--- src/rtl/sdr_index_decoder.sv ---
// sdr_index_decoder
// Expands a packed list of 16-bit sparse indexes into a dense 32x32 SDR matrix.
// The list is walked one index per cycle after a rising edge on ctrl_i[0].
// ctrl_i[1] (keep) skips the clearing pass so new bits are OR-ed into the matrix.
// Optional feature: define SDR_IDX_ORDER_CHK_EN to flag indexes that are not
// strictly ascending in status_o[27]. When it is undefined, that bit is 0.
module sdr_index_decoder #(
  parameter int NumWords = 16
) (
  input  logic                       clk_i,
  input  logic                       rst_ni,
  input  logic [31:0]                ctrl_i,
  input  logic [0:NumWords-1][31:0]  idx_i,
  output logic [0:31][31:0]          sdr_o,
  output logic [31:0]                status_o
);

  localparam int MaxIdx = 2 * NumWords;
  localparam int WordW  = (NumWords > 1) ? $clog2(NumWords) : 1;

  typedef enum logic [2:0] {
    IDLE  = 3'd0,
    CLEAR = 3'd1,
    SCAN  = 3'd2,
    DONE  = 3'd3,
    ERR   = 3'd4
  } state_e;

  state_e      state_reg, state_next;
  logic        start_reg;
  logic        trigger;
  logic [7:0]  ones_reg;
  logic [7:0]  consumed_reg;
  logic        dup_reg;
  logic        order_err;
  logic [31:0] status_reg;
  logic [31:0] sdr_reg [32];

  // Decoded view of the index currently pointed to by the consumed count
  logic [WordW-1:0] word_sel;
  logic [31:0]      cur_word;
  logic [15:0]      cur_idx;
  logic [4:0]       cur_row;
  logic [4:0]       cur_pos;
  logic             is_term;
  logic             is_bad;
  logic             bit_set;
  logic             last_idx;

  // FSM strobes
  logic start_build;
  logic clear_en;
  logic set_en;
  logic busy;

  // Only start and keep are defined in the control word
  logic unused_ctrl;
  assign unused_ctrl = ^ctrl_i[31:2];

  assign trigger  = ctrl_i[0] & ~start_reg;
  assign word_sel = consumed_reg[WordW:1];
  assign cur_word = idx_i[word_sel];
  assign cur_idx  = consumed_reg[0] ? cur_word[31:16] : cur_word[15:0];
  assign cur_row  = cur_idx[9:5];
  assign cur_pos  = cur_idx[4:0];
  assign is_term  = (cur_idx == 16'hFFFF);
  assign is_bad   = !is_term && (cur_idx[15:10] != 6'd0);
  assign bit_set  = sdr_reg[cur_row][cur_pos];
  assign last_idx = (consumed_reg == 8'(MaxIdx - 1));

  // Start edge detector register
  always_ff @(posedge clk_i or negedge rst_ni) begin
    if (!rst_ni) start_reg <= 1'b0;
    else         start_reg <= ctrl_i[0];
  end

  // FSM state register
  always_ff @(posedge clk_i or negedge rst_ni) begin
    if (!rst_ni) state_reg <= IDLE;
    else         state_reg <= state_next;
  end

  // FSM next-state logic; triggers while busy are ignored
  always_comb begin
    state_next = state_reg;
    case (state_reg)
      IDLE, DONE, ERR: begin
        if (trigger) state_next = ctrl_i[1] ? SCAN : CLEAR;
      end
      CLEAR: state_next = SCAN;
      SCAN: begin
        if (is_term)       state_next = DONE;
        else if (is_bad)   state_next = ERR;
        else if (last_idx) state_next = DONE;
      end
      default: state_next = IDLE;
    endcase
  end

  // FSM output decode into datapath strobes
  always_comb begin
    start_build = 1'b0;
    clear_en    = 1'b0;
    set_en      = 1'b0;
    busy        = 1'b0;
    case (state_reg)
      IDLE, DONE, ERR: start_build = trigger;
      CLEAR: begin
        clear_en = 1'b1;
        busy     = 1'b1;
      end
      SCAN: begin
        set_en = !is_term && !is_bad;
        busy   = 1'b1;
      end
      default: ;
    endcase
  end

  // Ones/consumed counters and duplicate flag, restarted on each accepted trigger
  always_ff @(posedge clk_i or negedge rst_ni) begin
    if (!rst_ni) begin
      ones_reg     <= 8'd0;
      consumed_reg <= 8'd0;
      dup_reg      <= 1'b0;
    end else if (start_build) begin
      ones_reg     <= 8'd0;
      consumed_reg <= 8'd0;
      dup_reg      <= 1'b0;
    end else if (set_en) begin
      consumed_reg <= consumed_reg + 8'd1;
      if (bit_set) dup_reg  <= 1'b1;
      else         ones_reg <= ones_reg + 8'd1;
    end
  end

  // One register per matrix row: cleared by CLEAR, single bit set on a valid index
  genvar gi;
  generate
    for (gi = 0; gi < 32; gi++) begin : g_row
      always_ff @(posedge clk_i or negedge rst_ni) begin
        if (!rst_ni)                               sdr_reg[gi] <= 32'd0;
        else if (clear_en)                         sdr_reg[gi] <= 32'd0;
        else if (set_en && (cur_row == 5'(gi)))    sdr_reg[gi][cur_pos] <= 1'b1;
      end
      assign sdr_o[gi] = sdr_reg[gi];
    end
  endgenerate

`ifdef SDR_IDX_ORDER_CHK_EN
  logic [9:0] prev_reg;
  logic       prev_valid_reg;
  logic       order_reg;

  // Remember the last valid {row,pos}; flag any index not strictly above it
  always_ff @(posedge clk_i or negedge rst_ni) begin
    if (!rst_ni) begin
      prev_reg       <= 10'd0;
      prev_valid_reg <= 1'b0;
      order_reg      <= 1'b0;
    end else if (start_build) begin
      prev_reg       <= 10'd0;
      prev_valid_reg <= 1'b0;
      order_reg      <= 1'b0;
    end else if (set_en) begin
      if (prev_valid_reg && (cur_idx[9:0] <= prev_reg)) order_reg <= 1'b1;
      prev_reg       <= cur_idx[9:0];
      prev_valid_reg <= 1'b1;
    end
  end

  assign order_err = order_reg;
`else
  assign order_err = 1'b0;
`endif

  // Status word is registered, so it reflects the state one cycle later
  always_ff @(posedge clk_i or negedge rst_ni) begin
    if (!rst_ni) begin
      status_reg <= 32'd0;
    end else begin
      status_reg <= {(state_reg == DONE), (state_reg == ERR), busy, dup_reg,
                     order_err, 11'd0, ones_reg, consumed_reg};
    end
  end

  assign status_o = status_reg;

endmodule

--- config.mk ---
export PLATFORM = sky130hd
export DESIGN_NAME = sdr_index_decoder
export DESIGN_NICKNAME = d
export VERILOG_FILES = /design/src/rtl/sdr_index_decoder.sv
export SDC_FILE = /design/constraint.sdc
export NUM_CORES = 2
export LEC_CHECK = 0
export BUFFER_PORTS_ARGS = -buffer_cell sky130_fd_sc_hd__buf_4
export CORE_AREA = 2 2 617 619
export DETAILED_ROUTE_END_ITERATION = 10
export DIE_AREA = 0 0 619 621
export GPL_TIMING_DRIVEN = 1
export PLACE_DENSITY_LB_ADDON = 0.3
export SYNTH_ARGS = -nofsm -noshare
export SYNTH_HDL_FRONTEND = slang
export SYNTH_SLANG_ARGS = --single-unit
--- constraint.sdc ---
create_clock -name clk_i -period 8.18 [get_ports clk_i]
set_input_delay 0.818 -clock clk_i [delete_from_list [all_inputs] [get_ports clk_i]]
set_output_delay 0.818 -clock clk_i [all_outputs]
set_load 0.01 [all_outputs]
## Word level (Yosys, flattened, before mapping)

Cells that the tools add are included.
W data, S select, Z words.

- Add/subtract/negate cells: 2
- Magnitude comparators: 4
- Equality and inequality tests: 40
- Mux-type cells: 93
- Bitwise gates (word level): 36
- Reduce and logical (&&, ||, !) cells: 79

Operators with widths:

| kind | count |
|---|---|
| $mux W32 | 68 |
| $or A32 B32 Y32 | 32 |
| $bmux W32 S5 | 1 |
| $bmux W32 S4 | 1 |
| $eq A5 B5 Y1 const B | 16 |
| $reduce_bool A2 Y1 | 34 |
| $eq A5 B4 Y1 const B | 8 |
| $mux W8 | 5 |
| $logic_and A1 B1 Y1 | 35 |
| $eq A5 B3 Y1 const B | 4 |
| $add A8 B1 Y8 const B | 2 |
| $eq A16 B16 Y1 const B | 1 |
| $mux W16 | 1 |
| $mux W3 | 4 |
| $eq A5 B2 Y1 const B | 2 |
| $mux W1 | 9 |
| $pmux W3 S3 | 1 |
| $eq A8 B5 Y1 const B | 1 |
| $eq A3 B2 Y1 const B | 2 |
| $ge A6 B6 Y1 const B | 1 |
| $lt A5 B6 Y1 const B | 1 |
| $not A5 Y6 | 1 |
| $reduce_and A2 Y1 | 3 |
| $reduce_bool A6 Y1 | 1 |
| 19 further kinds | 20 |

- Flip-flop bits (word level): 1065
- Input bits: 546
- Output and inout port bits: 1056
- Logic and storage cells: 292

## Longest topological paths before layout

- Depth in word-level cells: 14
- Gate-level depth with buffers: 21
- Gate-level depth less buffers: 14

## Worst setup path after synthesis

No wires, ideal clock.

- Path type: input to register
- From: input idx_i[407] (netlist bit)
- To: register ones_reg[5]
- Library setup time: 0.124 ns
- Data arrival time: 4.331 ns
- Required time: 8.056 ns
- Setup slack: 3.725 ns
- Stages: 16
- Path buffers: 3
- Path through: mux4_2 > o22a_1 > and4_4 > nor3_4 > buf_6 > buf_6 > clkbuf_1 > mux4_2 > a22o_1 > o31ai_1 > o32ai_1 > o21bai_2 > o221ai_2 > nor4_4 > nand4_1 > mux2i_1

- Word-level cells in the longest chain between the ends: 12
- Elaborated cells between the ends (all ways): 19
- Those cells by class: 2 x eq/ne; 10 x mux; 1 x bitwise; 6 x reduce/logical

Ends and longest elaborated chain:

| element | RTL line | RTL |
|---|---|---|
| start: declaration | 13 | `input logic [0:NumWords-1][31:0] idx_i,` |
| $bmux W32 S4 (*) | 62 | `assign cur_word = idx_i[word_sel];` |
| $mux W32 (implied by the code) (*) (2 in a row) | 62 |  |
| $mux W16 (*) | 63 | `assign cur_idx = consumed_reg[0] ? cur_word[31:16] : cur_word[15:0];` |
| $not A5 Y6 (implied by the code) or $eq A16 B16 Y1 (tied branches) | 68, 66 |  |
| $bmux W32 S5 or $logic_not A1 Y1 (tied branches) | 68, 67, 113 |  |
| $mux W32 (implied by the code) or $logic_and A1 B1 Y1 (tied branches) | 68, 67 |  |
| $mux W32 (implied by the code) or $logic_not A1 Y1 (tied branches) | 68, 113 |  |
| $bmux W1 S5 or $logic_and A1 B1 Y1 (tied branches) | 68, 113 |  |
| $mux W1, on equally long branches | 68, 106 |  |
| $ne A2 B1 Y1 (no line) or $reduce_bool A2 Y1 (tied branches) | -- |  |
| $reduce_and A2 Y1 (no line) (*) | -- |  |
| end signal: assignment | 133 | `else ones_reg <= ones_reg + 8'd1;` |
| end: declaration | 32 | `logic [7:0] ones_reg;` |

Mark *: on every way between the ends. The rest lies on a longest branch, timed or not. The select of a mux whose other input is x is not followed.
A chain may end at the register's enable or synchronous reset.

## Worst setup path after layout

- From: register consumed_reg[2]
- To: register ones_reg[5]

- Word-level cells in the longest chain between the ends: 13
- Elaborated cells between the ends (all ways): 21
- Those cells by class: 2 x eq/ne; 10 x mux; 2 x bitwise; 7 x reduce/logical

Ends and longest elaborated chain:

| element | RTL line | RTL |
|---|---|---|
| start: declaration | 33 | `logic [7:0] consumed_reg;` |
| start signal: assignment | 131 | `consumed_reg <= consumed_reg + 8'd1;` |
| $not A4 Y5 (implied by the code) (*) | 62 |  |
| $bmux W32 S4 (*) | 62 |  |
| $mux W32 (implied by the code) (*) (2 in a row) | 62 |  |
| $mux W16 (*) | 63 |  |
| $not A5 Y6 (implied by the code) or $eq A16 B16 Y1 (tied branches) | 68, 66 |  |
| $bmux W32 S5 or $logic_not A1 Y1 (tied branches) | 68, 67, 113 |  |
| $mux W32 (implied by the code) or $logic_and A1 B1 Y1 (tied branches) | 68, 67 |  |
| $mux W32 (implied by the code) or $logic_not A1 Y1 (tied branches) | 68, 113 |  |
| $bmux W1 S5 or $logic_and A1 B1 Y1 (tied branches) | 68, 113 |  |
| $mux W1, on equally long branches | 68, 106 |  |
| $ne A2 B1 Y1 (no line) or $reduce_bool A2 Y1 (tied branches) | -- |  |
| $reduce_and A2 Y1 (no line) (*) | -- |  |

Marked as above.

==> key figures <==
Global routing
  – Global-route wire length before repair: 556000 um
  – Largest net degree at the start of global routing: 193
  – Vias in the first global route: 51439
  – Initial antenna violation count: 93
  – Total Routing Usage GR: 0.217
  – Grt total ovfl: 0

Placed design
  – Buffers on Ports: 1559
  – Routability congestion estimate from global placement: 0.900
  – Hpwl dp: 330000 um

Worst setup path
  – CP Capture Type: register
  – CP arrival: 8.19 ns
  – Worst Setup SP: consumed_reg[2]
  – Critical Path RT: between 8 and 9 ns
  – Reg2reg setup slack: between 0.7 and 0.8 ns
  – R2r startpoint: consumed_reg[2]
  – Worst R2R End: ones_reg[5]
  – Kind of start point of the critical path: register
  – R2r worst-path depth: 20
  – Setup CP Type: register to register
  – Worst-path fanout max: 35

CTS
  – Clock Latency Late Sink: 0.86 ns
  – Clk sink count: 1065
  – Clock slew at reported path FFs: 0.06 ns
  – H-tree depth: 4
  – Post-CTS setup buffer count: 0
  – Num CTS Buffers: 142
  – CTS tree: done
  – Maximum clock path buffer count: 4
  – CTS Hold Buffers Added: 2
  – # resized after CTS: 0
  – Clk root buf: clkbuf_16

Drt
  – Final wirelength: 433000 um
  – Antenna-violating nets left: 0
  – DR pass1 iterations: 5
  – Routed vias: 53361
  – Average vias per placed instance: 4.43
  – Initial DRC Count: 5581
  – DR WL/cell: roughly 36 um
  – Number of remaining DRC errors: 0

Timing
  – Fin crit period: roughly 7.4 ns
  – Fmax: 0.134 GHz
  – Final setup fails: 0
  – Part of the cycle the worst path needs: 0.910
  – Final Max Tran Viols: 2
  – Hold Slack: 0.320 ns
  – Setup TNS: 0 ns
  – Final hold vios: 0
  – Worst-Margin Slew: ~1.5 ns
  – Relative slew slack: -0.0450
  – RSZ-0062 raised after global routing: no
  – Post-Route Skew: around 0.096 ns

Power and ir drop
  – Lkg Pwr: 35.6 nW
  – VDD IR-drop max: 0.000133 V
  – Overall power: 15.8 mW
  – Pwr Density: 211 nW/um^2

Final layout
  – Max reg flops: a little over 1000
  – FF/Latch Area: 26700 sq um
  – Share of post-route cells with drive strength above 1: 0.334
  – Area grow syn2layout: 44.4%
  – Fillers: 42028
  – Nets: 7456
  – Area of the multi-input gates: 23400 sq um

Floorplan
  – Die Area: between 300000 and 400000 sq um
  – Initial Util: 0.138
  – Core box area: roughly 380000 sq um
  – Die Span Y: 621 um
  – Rows: 226
  – DIE WIDTH: 619 um
  – I/O pin count: 1602

Hold path
  – Hold path start: ctrl_i[1]
  – Hold path cells: 4
  – Path type of the worst min-delay path: input port to register
  – WHS Endpoint: state_reg[0]

Synthesis
  – Post-synth top flop: dfrtp_1
  – Post-Syn Instances: 5487
  – Syn Std Cell Area: roughly 52000 sq um
  – Post-synth ARST share: 1.00
  – Syn Area/Cell: 9.48 sq um
  – Flop and latch count out of synthesis: 1065
  – Sequential share of the synthesized area: 0.512
  – Unique cell type count in the Yosys netlist: 87
  – Syn. warnings: 0
  – Post-synth EDFFs: 0

Flow run
  – Max Cap Violations: 1

Status
  – Violated checks: max-capacitance violations, max-slew violations
  – Status: finished, violations left
==> per-stage QoR <==
stage,setup WS [ns],instances,area (sq um),util
final,0.733,12057,75100,0.199
after global routing,0.536,12029,75000,0.199
after CTS,0.661,12029,75000,0.199
after detailed placement,0.696,11778,70300,0.186
after global placement,0.750,11778,70300,0.186
after floorplan,3.72,5498,52000,-
==> worst max-delay path, stage by stage (launching register included) <==
cell	delay (ns)
dfrtp_4	0.83
buf_4	0.38
mux2i_1	0.67
mux4_2	0.43
a32o_2	0.13
buf_4	0.38
nor2_4	0.32
buf_12	0.28
buf_4	0.18
nand2_1	0.07
a21oi_1	0.11
buf_4	0.20
a31o_1	0.20
a2111oi_2	0.56
o22ai_1	0.24
a22oi_1	0.79
o211ai_1	0.48
nor4_4	0.35
buf_4	0.27
nand4_1	0.14
mux2i_1	0.14
==> how the worst max path moves through the flow <==
stage                     cells past startpoint  slack, ns           to
final                                        20       0.73  ones_reg[5]
after global placement                       20       0.75  ones_reg[4]
after global routing                         19       0.54  ones_reg[6]
after CTS                                    20       0.66  ones_reg[5]
after floorplan                              16       3.72  ones_reg[5]
after detailed placement                     20       0.70  ones_reg[5]
==> area by class of cell <==
class,count,share of cell area
Inverter,13,0.000650
Multi-Input combinational cell,3890,0.312
Sequential cell,1065,0.355
Clock buffer,207,0.0550
Timing Repair Buffer,1796,0.185
Clock inverter,42,0.00730
Tap cell,5016,0.0836
Antenna cell,28,0.000933
==> placed cells by master, fill, tap and decap left out, types with 32 or more instances in the layout <==
master,synthesis,routed
buf_4,42,1759
clkbuf_1,303,32
buf_12,1,34
nor2_1,1097,1054
nor2_4,1,36
mux4_2,175,175
clkbuf_8,0,33
and3_1,39,38
nand3_1,279,275
a21oi_1,1075,1075
nand2_1,583,577
mux2i_1,216,213
dfrtp_1,1065,1061
clkbuf_16,0,142
a311oi_1,38,37
==> where the power goes <==
group | internal, mW | switching, mW
clock network | 3.70 | 2.77
registers | 5.29 | 0.0403
logic | 0.945 | 3.08
==> cell usage after synthesis (8+ instances only) <==
cell type,n,area (sq um)
a2111oi_0,9,78.8
a21boi_0,8,60.1
a21oi_1,1075,5380
a22oi_1,10,75.1
a311oi_1,38,333
a31oi_1,17,106
a32o_1,8,80.1
a32oi_1,19,166
and3_1,39,244
and4_1,8,70.1
buf_1,17,63.8
buf_2,143,716
buf_4,42,315
buf_6,24,270
clkbuf_1,303,1140
dfrtp_1,1065,26700
inv_1,12,45.0
mux2_2,25,282
mux2i_1,216,2160
mux4_2,175,3940
nand2_1,583,2190
nand3_1,279,1400
nand4_1,15,93.8
nor2_1,1097,4120
nor3_1,29,145
nor3_2,16,160
o211ai_1,12,90.1
o21ai_0,31,155
o221ai_1,8,70.1
o22ai_1,27,169
==> per-layer routing <==
layer  up-vias  routed length (um)  track usage  part of all wire
li1      22097                   -            -                 -
met4        18               18000       0.0772             0.042
met5         -                 109            0           0.00025
met1     27933              186000        0.288              0.43
met3       556               33800       0.0524             0.078
met2      2757              195000        0.341              0.45
==> kinds of logic (layout without fill, tap and decap cells) <==
logic type | after synthesis | in the layout | share of synthesized area
XOR/XNOR | 8 | 8 | 0.00135
AO/OA/AOI/OAI | 1342 | 1342 | 0.144
other | 1 | 40 | 0.0000721
AND/OR/NAND/NOR | 2109 | 2109 | 0.168
multiplexers | 417 | 417 | 0.123
flip-flops | 1065 | 1065 | 0.512
buffers and inverters | 543 | 2058 | 0.0494
adder cells (fa/ha/maj) | 2 | 2 | 0.000481
(Power assumes the default switching activity.)
